===== src/rtl/fetch_unit.sv =====
// fetch_unit: XM23 instruction fetch stage.
// Owns the program counter, issues in-order 16-bit reads over a req/gnt +
// rvalid handshake, buffers returned words in a small queue and presents the
// queue head to decode. Redirects flush the queue and discard every response
// still owed by memory for the old instruction stream.
module fetch_unit #(
  parameter logic [15:0] RESET_PC  = 16'h0000,
  parameter int unsigned QDEPTH    = 2,
  parameter logic [15:0] NOP_INSTR = 16'h4C00
) (
  input  logic        clk,
  input  logic        rst,
  input  logic [7:0]  stall_in,
  input  logic        redirect_in,
  input  logic [15:0] redirect_pc,
  output logic        imem_req_o,
  output logic [15:0] imem_addr_o,
  input  logic        imem_gnt_i,
  input  logic        imem_rvalid_i,
  input  logic [15:0] imem_rdata_i,
  output logic [15:0] fetch_o,
  output logic [15:0] fetch_pc_o,
  output logic        fetch_valid_o,
  output logic        protocol_err_o
);

  // Counter width holds 0..QDEPTH; credit sum needs one extra bit.
  localparam int unsigned CW = $clog2(QDEPTH + 1);
  localparam int unsigned SW = CW + 1;
  localparam int unsigned PW = (QDEPTH > 1) ? $clog2(QDEPTH) : 1;

  typedef struct packed {
    logic [15:0] instr;
    logic [15:0] pc;
  } entry_t;

  logic [15:0]   req_pc_q,   req_pc_d;
  logic [15:0]   resp_pc_q,  resp_pc_d;
  logic [PW-1:0] rd_ptr_q,   rd_ptr_d;
  logic [PW-1:0] wr_ptr_q,   wr_ptr_d;
  logic [CW-1:0] occ_q,      occ_d;
  logic [CW-1:0] inflight_q, inflight_d;
  logic [CW-1:0] discard_q,  discard_d;
  logic          err_q,      err_d;
  entry_t        queue_q [QDEPTH];
  entry_t        queue_d [QDEPTH];

  logic          pop_c;
  logic          grant_c;
  logic          ret_c;
  logic          drop_c;
  logic          push_c;
  logic          stray_c;
  logic [SW-1:0] credit_c;
  logic [15:0]   redirect_pc_c;

  // Circular pointer advance with explicit wrap for non-power-of-two depths.
  function automatic logic [PW-1:0] ptr_inc(input logic [PW-1:0] p);
    if (p == PW'(QDEPTH - 1)) begin
      return '0;
    end
    return p + PW'(1);
  endfunction

  // Queue head presentation; empty queue shows a NOP at address zero.
  assign fetch_valid_o  = (occ_q != '0);
  assign fetch_o        = fetch_valid_o ? queue_q[rd_ptr_q].instr : NOP_INSTR;
  assign fetch_pc_o     = fetch_valid_o ? queue_q[rd_ptr_q].pc    : 16'h0000;
  assign protocol_err_o = err_q;
  assign imem_addr_o    = req_pc_q;

  // Handshake decode: pop, grant, return classification and request credit.
  always_comb begin
    pop_c         = fetch_valid_o & ~(|stall_in) & ~redirect_in;
    credit_c      = SW'(occ_q) + SW'(inflight_q) - SW'(pop_c);
    imem_req_o    = ~rst & ~redirect_in & (credit_c < SW'(QDEPTH));
    grant_c       = imem_req_o & imem_gnt_i;
    ret_c         = imem_rvalid_i & (inflight_q != '0);
    stray_c       = imem_rvalid_i & (inflight_q == '0);
    drop_c        = ret_c & (discard_q != '0);
    push_c        = ret_c & ~drop_c & ~redirect_in;
    redirect_pc_c = redirect_pc & 16'hFFFE;
  end

  // Next-state: PCs, queue contents/pointers, counters and sticky error.
  always_comb begin
    req_pc_d   = req_pc_q;
    resp_pc_d  = resp_pc_q;
    rd_ptr_d   = rd_ptr_q;
    wr_ptr_d   = wr_ptr_q;
    occ_d      = occ_q;
    inflight_d = inflight_q;
    discard_d  = discard_q;
    err_d      = err_q;
    for (int i = 0; i < int'(QDEPTH); i++) begin
      queue_d[i] = queue_q[i];
    end

    if (grant_c) begin
      req_pc_d = req_pc_q + 16'd2;
    end

    inflight_d = inflight_q + CW'(grant_c) - CW'(ret_c);

    if (drop_c) begin
      discard_d = discard_q - CW'(1);
    end

    if (push_c) begin
      queue_d[wr_ptr_q] = '{instr: imem_rdata_i, pc: resp_pc_q};
      wr_ptr_d          = ptr_inc(wr_ptr_q);
      resp_pc_d         = resp_pc_q + 16'd2;
    end

    if (pop_c) begin
      rd_ptr_d = ptr_inc(rd_ptr_q);
    end

    occ_d = occ_q + CW'(push_c) - CW'(pop_c);

    if (stray_c) begin
      err_d = 1'b1;
    end

    // Redirect: empty the queue and drop everything still owed by memory.
    if (redirect_in) begin
      occ_d     = '0;
      rd_ptr_d  = '0;
      wr_ptr_d  = '0;
      req_pc_d  = redirect_pc_c;
      resp_pc_d = redirect_pc_c;
      discard_d = inflight_d;
    end
  end

  // Control state registers with synchronous reset.
  always_ff @(posedge clk) begin
    if (rst) begin
      req_pc_q   <= RESET_PC;
      resp_pc_q  <= RESET_PC;
      rd_ptr_q   <= '0;
      wr_ptr_q   <= '0;
      occ_q      <= '0;
      inflight_q <= '0;
      discard_q  <= '0;
      err_q      <= 1'b0;
    end else begin
      req_pc_q   <= req_pc_d;
      resp_pc_q  <= resp_pc_d;
      rd_ptr_q   <= rd_ptr_d;
      wr_ptr_q   <= wr_ptr_d;
      occ_q      <= occ_d;
      inflight_q <= inflight_d;
      discard_q  <= discard_d;
      err_q      <= err_d;
    end
  end

  // Queue storage; contents are only visible through occupancy, so no reset.
  always_ff @(posedge clk) begin
    for (int i = 0; i < int'(QDEPTH); i++) begin
      queue_q[i] <= queue_d[i];
    end
  end

endmodule


===== config.mk =====
export PLATFORM = sky130hd
export DESIGN_NAME = fetch_unit
export DESIGN_NICKNAME = d
export VERILOG_FILES = /design/src/rtl/fetch_unit.sv
export SDC_FILE = /design/constraint.sdc
export NUM_CORES = 1
export LEC_CHECK = 0
export ABC_AREA = 1
export CORE_MARGIN = 5
export CORE_UTILIZATION = 49
export DETAILED_ROUTE_END_ITERATION = 6
export GPL_TIMING_DRIVEN = 0
export PLACE_DENSITY_LB_ADDON = 0.2
export SYNTH_ARGS = -nofsm -noshare
export SYNTH_HDL_FRONTEND = slang
export SYNTH_SLANG_ARGS = --single-unit

===== constraint.sdc =====
create_clock -name clk -period 4.5 [get_ports clk]
set_input_delay 0.9 -clock clk [delete_from_list [all_inputs] [get_ports clk]]
set_output_delay 0.9 -clock clk [all_outputs]
set_load 0.05 [all_outputs]

==> results of run 1 <==
[power groups by stage]
stage,Combinational [W],Sequential (W),Clock [W]
2_1_floorplan,0.000281,0.00115,0
3_3_place_gp,0.000448,0.00113,0
3_5_place_dp,0.000465,0.00113,0
4_1_cts,0.000467,0.00111,0.000568
5_1_grt,0.000509,0.00112,0.000610
6_report,0.000463,0.00111,0.000560
[through the flow]
stage / setup TNS, ns / std cells / setup WS (ns) / power, W / instance area, um^2
finish: 0 / 814 / 0.171 / 0.00213 / 6230
global route: 0 / 814 / 0.0231 / 0.00224 / 6230
floorplan: 0 / 574 / 0.359 / 0.00144 / 4960
CTS: 0 / 814 / 0.0366 / 0.00214 / 6240
detailed placement: -0.589 / 798 / -0.484 / 0.00159 / 6040
global placement: -0.490 / 798 / -0.461 / 0.00157 / 6040
[cell type report]
cell class | instances | area share, %
flip-flops and latches | 102 | 42.7
multi-input cells | 390 | 31.3
repair buffers | 91 | 14.5
inverters | 62 | 3.87
well taps | 133 | 2.67
clock buffers | 9 | 1.99
plain buffers | 20 | 1.89
clock inverters | 7 | 1.08
[kinds of logic after synthesis]
logic type | after synthesis | share of synthesized area (%)
flops | 102 | 53.7
buf+inv | 82 | 7.25
compound gates | 84 | 8.94
simple gates | 283 | 25.4
other cells | 1 | 0.0757
fa+ha+maj | 10 | 2.68
xor+xnor | 11 | 1.94
[flip-flops by register name (all words and copies together) (netlist names), named ones only]
| register | flops |
|---|---|
| queue_q | 62 |
| imem_addr_o | 15 |
| resp_pc_q | 15 |
| discard_q | 2 |
| inflight_q | 2 |
| occ_q | 2 |
| protocol_err_o | 1 |
| rd_ptr_q | 1 |
| wr_ptr_q | 1 |
[worst paths after layout]
path / slack [ns] / endpoint / from / cells past startpoint
worst max-delay path: 0.17 / imem_req_o / stall_in[4] / 9
worst min register to register: 0.48 / wr_ptr_q / wr_ptr_q / 2
worst min-delay path: 0.48 / wr_ptr_q / wr_ptr_q / 2
worst max register to register: 0.95 / discard_q[1] / occ_q[1] / 17
[layout by cell type (no fill, tap or decap), types with 4 or more instances in the layout]
cell / instances
nand2_1: 163
clkdlybuf4s50_1: 90
edfxtp_1: 62
inv_1: 56
a21oi_1: 55
nor2_1: 46
nand3_1: 46
dfxtp_1: 40
o21ai_0: 17
ha_1: 9
clkbuf_8: 9
nand4_1: 8
clkbuf_1: 8
xor2_1: 7
nor2_4: 5
buf_2: 5
buf_6: 4
inv_2: 4
o21ai_1: 4
xnor2_1: 4
nand3_2: 4
[routing by layer]
| layer | track usage (%) | vias to the layer above | routed length, um |
|---|---|---|---|
| met2 | 34.3 | 137 | 5850 |
| met1 | 24.5 | 1943 | 5300 |
| met3 | 4.98 | 10 | 597 |
| met5 | 0 | - | 0 |
| li1 | - | 2087 | - |
| met4 | 5.42 | 0 | 121 |
[worst max-delay path: stages]
cell and delay, ns:
clkdlybuf4s50_1 0.39, or3_1 0.38, nor2_2 0.19, ha_1 0.26, or2_2 0.30, fa_1 0.51
nand2_1 0.06, nor2_1 0.15, buf_2 0.29
[repair_timing]
action                                  4_1_cts  5_1_grt
endpoints found under the setup margin        1        1
hold buffers                                  0        0
resized for setup                             5        1
pin swaps                                     0        0
==> flow_summary_export.csv, run 1 <==
group,metric,value,unit
global_routing,antenna_found_initial,0,
placed_design,dp_hpwl,8.69,mm
power_and_ir_drop,p_sw_share,32.4,%
synthesis,synth_seq_area_share,53.7,%
timing,slew_headroom,18.6,%
synthesis,avgSynthCellArea,8.65,um^2
placed_design,place_congestion,0.877,
power_and_ir_drop,max-vdd-ir-drop,202,uV
route,wl_per_cell,14.6,um
synthesis,synth-edff-count,62,
clock_network,cts_tree,"built",
global_routing,grt_pass1_wl,20.0,mm
critical_path,worstSetupPathType,"primary input to primary output",
timing,fmax,231,MHz
global_routing,track_usage,19.8,%
placed_design,portBuffers,91,
timing,finalCritPeriodShare,96.2,%
global_routing,grt_overflow,0,
power_and_ir_drop,netSwitchingPower,0.000691,W
route,routed_wl,11.9,mm
synthesis,synth_top_area_share,37.6,%
finish,nets,731,
outcome,status,"complete, no violations",
finish,n_fill_cell,893,
floorplanning,die_w,111,um
clock_network,cts_max_level,3,
clock_network,clockRootBuffer,"clkbuf_8",
global_routing,grt_start_max_net_pins,32,
timing,holdWs,0.476,ns
synthesis,synth_area_leaders,"edfxtp_1, dfxtp_1, nand2_1",
floorplanning,boundaryPins,96,
finish,multi_input_area,0.00195,mm^2
timing,slew_violations,0,
clock_network,path_clk_slew,0.11,ns
synthesis,yosysUniqueCellTypes,38,
critical_path,endpoint_kind,"primary output",
clock_network,clock_sinks,102,
run,maxCapViolCount,0,
route,vias,4177,
critical_path,start_kind,"primary input",
power_and_ir_drop,seqPwrFrac,52.0,%
critical_path,worstPathRequired,3.60,ns
power_and_ir_drop,p_clk_share,26.3,%
floorplanning,std_cell_rows,36,
route,vias_per_cell,5.13,
finish,syn_to_final_growth,25.8,%
synthesis,ys_ff_latch,102,
timing,period_needed,4.33,ns
clock_network,cts_buffers,9,
critical_path,arrival,3.43,ns
timing,worstMarginPinSlew,1.22,ns
floorplanning,dieArea,0.0122,mm^2
global_routing,grt_pass1_vias,4233,
timing,finalHoldViolCount,0,
route,drt_iter0_markers,323,
timing,grt_setup_unrepaired,"false",
synthesis,synthFlopType,"edfxtp_1",
synthesis,synth_most_common_cell,"nand2_1",
clock_network,post-cts-setup-buffer-count,0,
synthesis,synthArstFlopShare,0,%
power_and_ir_drop,power.internal,0.00144,W
power_and_ir_drop,powerDensity,342,mW/mm^2
power_and_ir_drop,power.leakage,2.43,nW
finish,num_antenna_cells,0,
route,drc,0,
critical_path,cp_max_fo,4,
finish,drive_gt1_share,7.93,%
clock_network,worstSkewPairLatency,0.37,ns
floorplanning,start_util,50.5,%
synthesis,yosys_warnings,0,
power_and_ir_drop,power_frac_comb,21.7,%
route,drtAntennaViolNets,0,
hold_path,min_path_type,"register to register",
synthesis,synth_cells,573,
synthesis,synthesis.area,0.00496,mm^2
timing,finalSetupViolCount,0,
timing,fin_worst_skew,0.0175,ns
synthesis,yosys.area.top_type,"edfxtp_1",
finish,seq_area,0.00266,mm^2
clock_network,clockBufferDepth,2,
synthesis,netlist_top_cells_count,"nand2_1, edfxtp_1, inv_1",
finish,final_util,63.5,%
route,dr.pass1.iters,6,
floorplanning,core,0.00982,mm^2
floorplanning,die_h,111,um
Note: power is estimated with default switching activity, not from simulation.
==> run 2: changes to the inputs <==
Settings changed: ABC_CLOCK_PERIOD_IN_PS set to 4500.
==> results of run 2 <==
The final DEF is identical to that of run 1; final timing and power are the same.
==> run 3: changes to the inputs <==
Settings changed: CAP_MARGIN set to 15, DONT_BUFFER_PORTS set to 1.
==> flow_summary_export.csv, run 3 (synthesis results as in run 1) <==
group,metric,value,unit
finish,layout_common_cells,"nand2_1, edfxtp_1, inv_1",
clock_network,cts_max_level,3,
timing,grt_setup_unrepaired,"false",
floorplanning,start_util,50.5,%
global_routing,grt_pass1_wl,18.8,mm
clock_network,clockRootBuffer,"clkbuf_8",
timing,finalSetupViolCount,0,
placed_design,dp_hpwl,8.38,mm
floorplanning,core,0.00982,mm^2
timing,setup_slack,0.411,ns
clock_network,cts_buffers,9,
run,maxCapViolCount,0,
clock_network,cts_tree,"built",
route,drc,0,
floorplanning,die_h,111,um
power_and_ir_drop,p_sw_share,32.5,%
critical_path,critPathSlowestCell,"fa_1",
global_routing,grt_pass1_vias,3779,
finish,layout_commonest_cell,"nand2_1",
power_and_ir_drop,p_clk_share,26.7,%
power_and_ir_drop,seqPwrFrac,56.2,%
critical_path,worstPathCellList,"inv_1 -> nand2_2 -> nand4_1 -> nor2_1 -> ha_1 -> or2_2 -> fa_1 -> nand2_1 -> nor2_2",
power_and_ir_drop,power.leakage,2.09,nW
route,wl_per_cell,15.7,um
timing,slew_violations,0,
finish,top_register,"queue_q",
timing,period_needed,4.09,ns
outcome,status,"complete, no violations",
critical_path,endpoint_kind,"primary output",
placed_design,place_congestion,0.843,
hold_path,min_path_type,"register to register",
critical_path,arrival,3.19,ns
route,vias_per_cell,5.26,
timing,slew_headroom,24.8,%
timing,fmax,245,MHz
floorplanning,std_cell_rows,36,
clock_network,post-cts-setup-buffer-count,0,
floorplanning,die_w,111,um
floorplanning,boundaryPins,96,
finish,largest_reg_flops,62,
timing,worstMarginPinSlew,1.13,ns
critical_path,path_buf_inv,1,
finish,syn_to_final_growth,7.67,%
clock_network,clock_sinks,102,
clock_network,path_clk_slew,0.11,ns
critical_path,cp_max_fo,6,
critical_path,worstSetupPathType,"register to primary output",
critical_path,crit_path_max_incr_delay,0.51,ns
critical_path,start_kind,"register",
timing,finalHoldViolCount,0,
global_routing,track_usage,18.8,%
route,dr.pass1.iters,5,
finish,drive_gt1_share,9.14,%
critical_path,path_delay_family,"simple AND/OR/NAND/NOR gates",
route,routed_wl,11.4,mm
critical_path,worstPathRequired,3.60,ns
clock_network,worstSkewPairLatency,0.36,ns
timing,finalCritPeriodShare,90.9,%
route,drt_iter0_markers,235,
global_routing,antenna_found_initial,0,
power_and_ir_drop,max-vdd-ir-drop,198,uV
power_and_ir_drop,powerDensity,383,mW/mm^2
clock_network,clockBufferDepth,2,
global_routing,grt_overflow,0,
route,drtAntennaViolNets,0,
global_routing,grt_start_max_net_pins,32,
finish,nets,641,
route,vias,3805,
finish,num_antenna_cells,0,
timing,fin_worst_skew,0.0153,ns
placed_design,portBuffers,0,
power_and_ir_drop,power.internal,0.00138,W
placed_design,place_ws,0.145,ns
floorplanning,dieArea,0.0122,mm^2
power_and_ir_drop,power_frac_comb,17.0,%
timing,finalSetupTns,0,ns
power_and_ir_drop,netSwitchingPower,0.000664,W
==> run 3: cell types whose count changed in the layout (fill, tap and decap cells not counted) <==
cell             previous run  this run
buf_2                       5         4
buf_8                       0         1
clkbuf_1                    8         9
clkdlybuf4s50_1            90         0
clkinv_2                    2         1
clkinv_8                    1         0
clkinvlp_4                  0         2
inv_6                       2         0
inv_8                       2         3
nand2_1                   163       162
nand2_2                     2         3
==> run 3: metal layers <==
layer  GRT usage, %  share of wire [%]  wire length, um
met1           22.6                 42             4780
met2           32.4                 49             5540
met3           5.96                7.7              872
met4           5.25                1.5              175
met5              0                  0                0
==> run 3: layout make-up <==
type / count / area [um^2]
clock inverter: 6 / 55.1
clock buffer: 10 / 128
fill: 953 / 4480
timing repair buffer: 1 / 15.0
multi-input combinational: 390 / 1950
sequential: 102 / 2660
buffer: 20 / 118
inverter: 62 / 241
tap: 133 / 166
==> run 3: path summary, 6_finish.rpt <==
| check | from | slack, ns | cells after the start | to |
|---|---|---|---|---|
| worst max-delay path | occ_q[1] | 0.41 | 9 | imem_req_o |
| worst min-delay path | wr_ptr_q | 0.47 | 2 | wr_ptr_q |
| worst max register to register | occ_q[1] | 0.74 | 17 | discard_q[1] |
| worst min register to register | wr_ptr_q | 0.47 | 2 | wr_ptr_q |
==> run 3: repair_timing <==
action,CTS,global route
pin swaps,0,0
endpoints found under the setup margin,1,1
resized for setup,1,1
hold buffers,0,0
hold endpoints to repair,0,0
==> run 3: tightest hold or removal path, stage by stage, from the launching register on <==
cell	delay (ns)
dfxtp_1	0.33
nand2_1	0.06
a21oi_1	0.05
==> run 3: power by group through the flow <==
| stage | combinational [W] | clock (W) | sequential (W) |
|---|---|---|---|
| after floorplan | 0.000281 | 0 | 0.00115 |
| after global placement | 0.000333 | 0 | 0.00117 |
| after detailed placement | 0.000347 | 0 | 0.00117 |
| after CTS | 0.000351 | 0.000556 | 0.00115 |
| after global routing | 0.000394 | 0.000600 | 0.00116 |
| final | 0.000348 | 0.000546 | 0.00115 |
==> run 3: stage by stage <==
| step | util (%) | total power [W] | std cells | area [um^2] | hold WS, ns |
|---|---|---|---|---|---|
| finish | 54.3 | 0.00204 | 724 | 5340 | 0.472 |
| global route | 54.3 | 0.00215 | 724 | 5340 | 0.518 |
| CTS | 54.3 | 0.00205 | 724 | 5330 | 0.474 |
| detailed placement | 52.4 | 0.00152 | 708 | 5150 | 0.457 |
| global placement | 52.2 | 0.00150 | 707 | 5130 | 0.451 |
| floorplan | - | 0.00144 | 574 | 4960 | 0.443 |
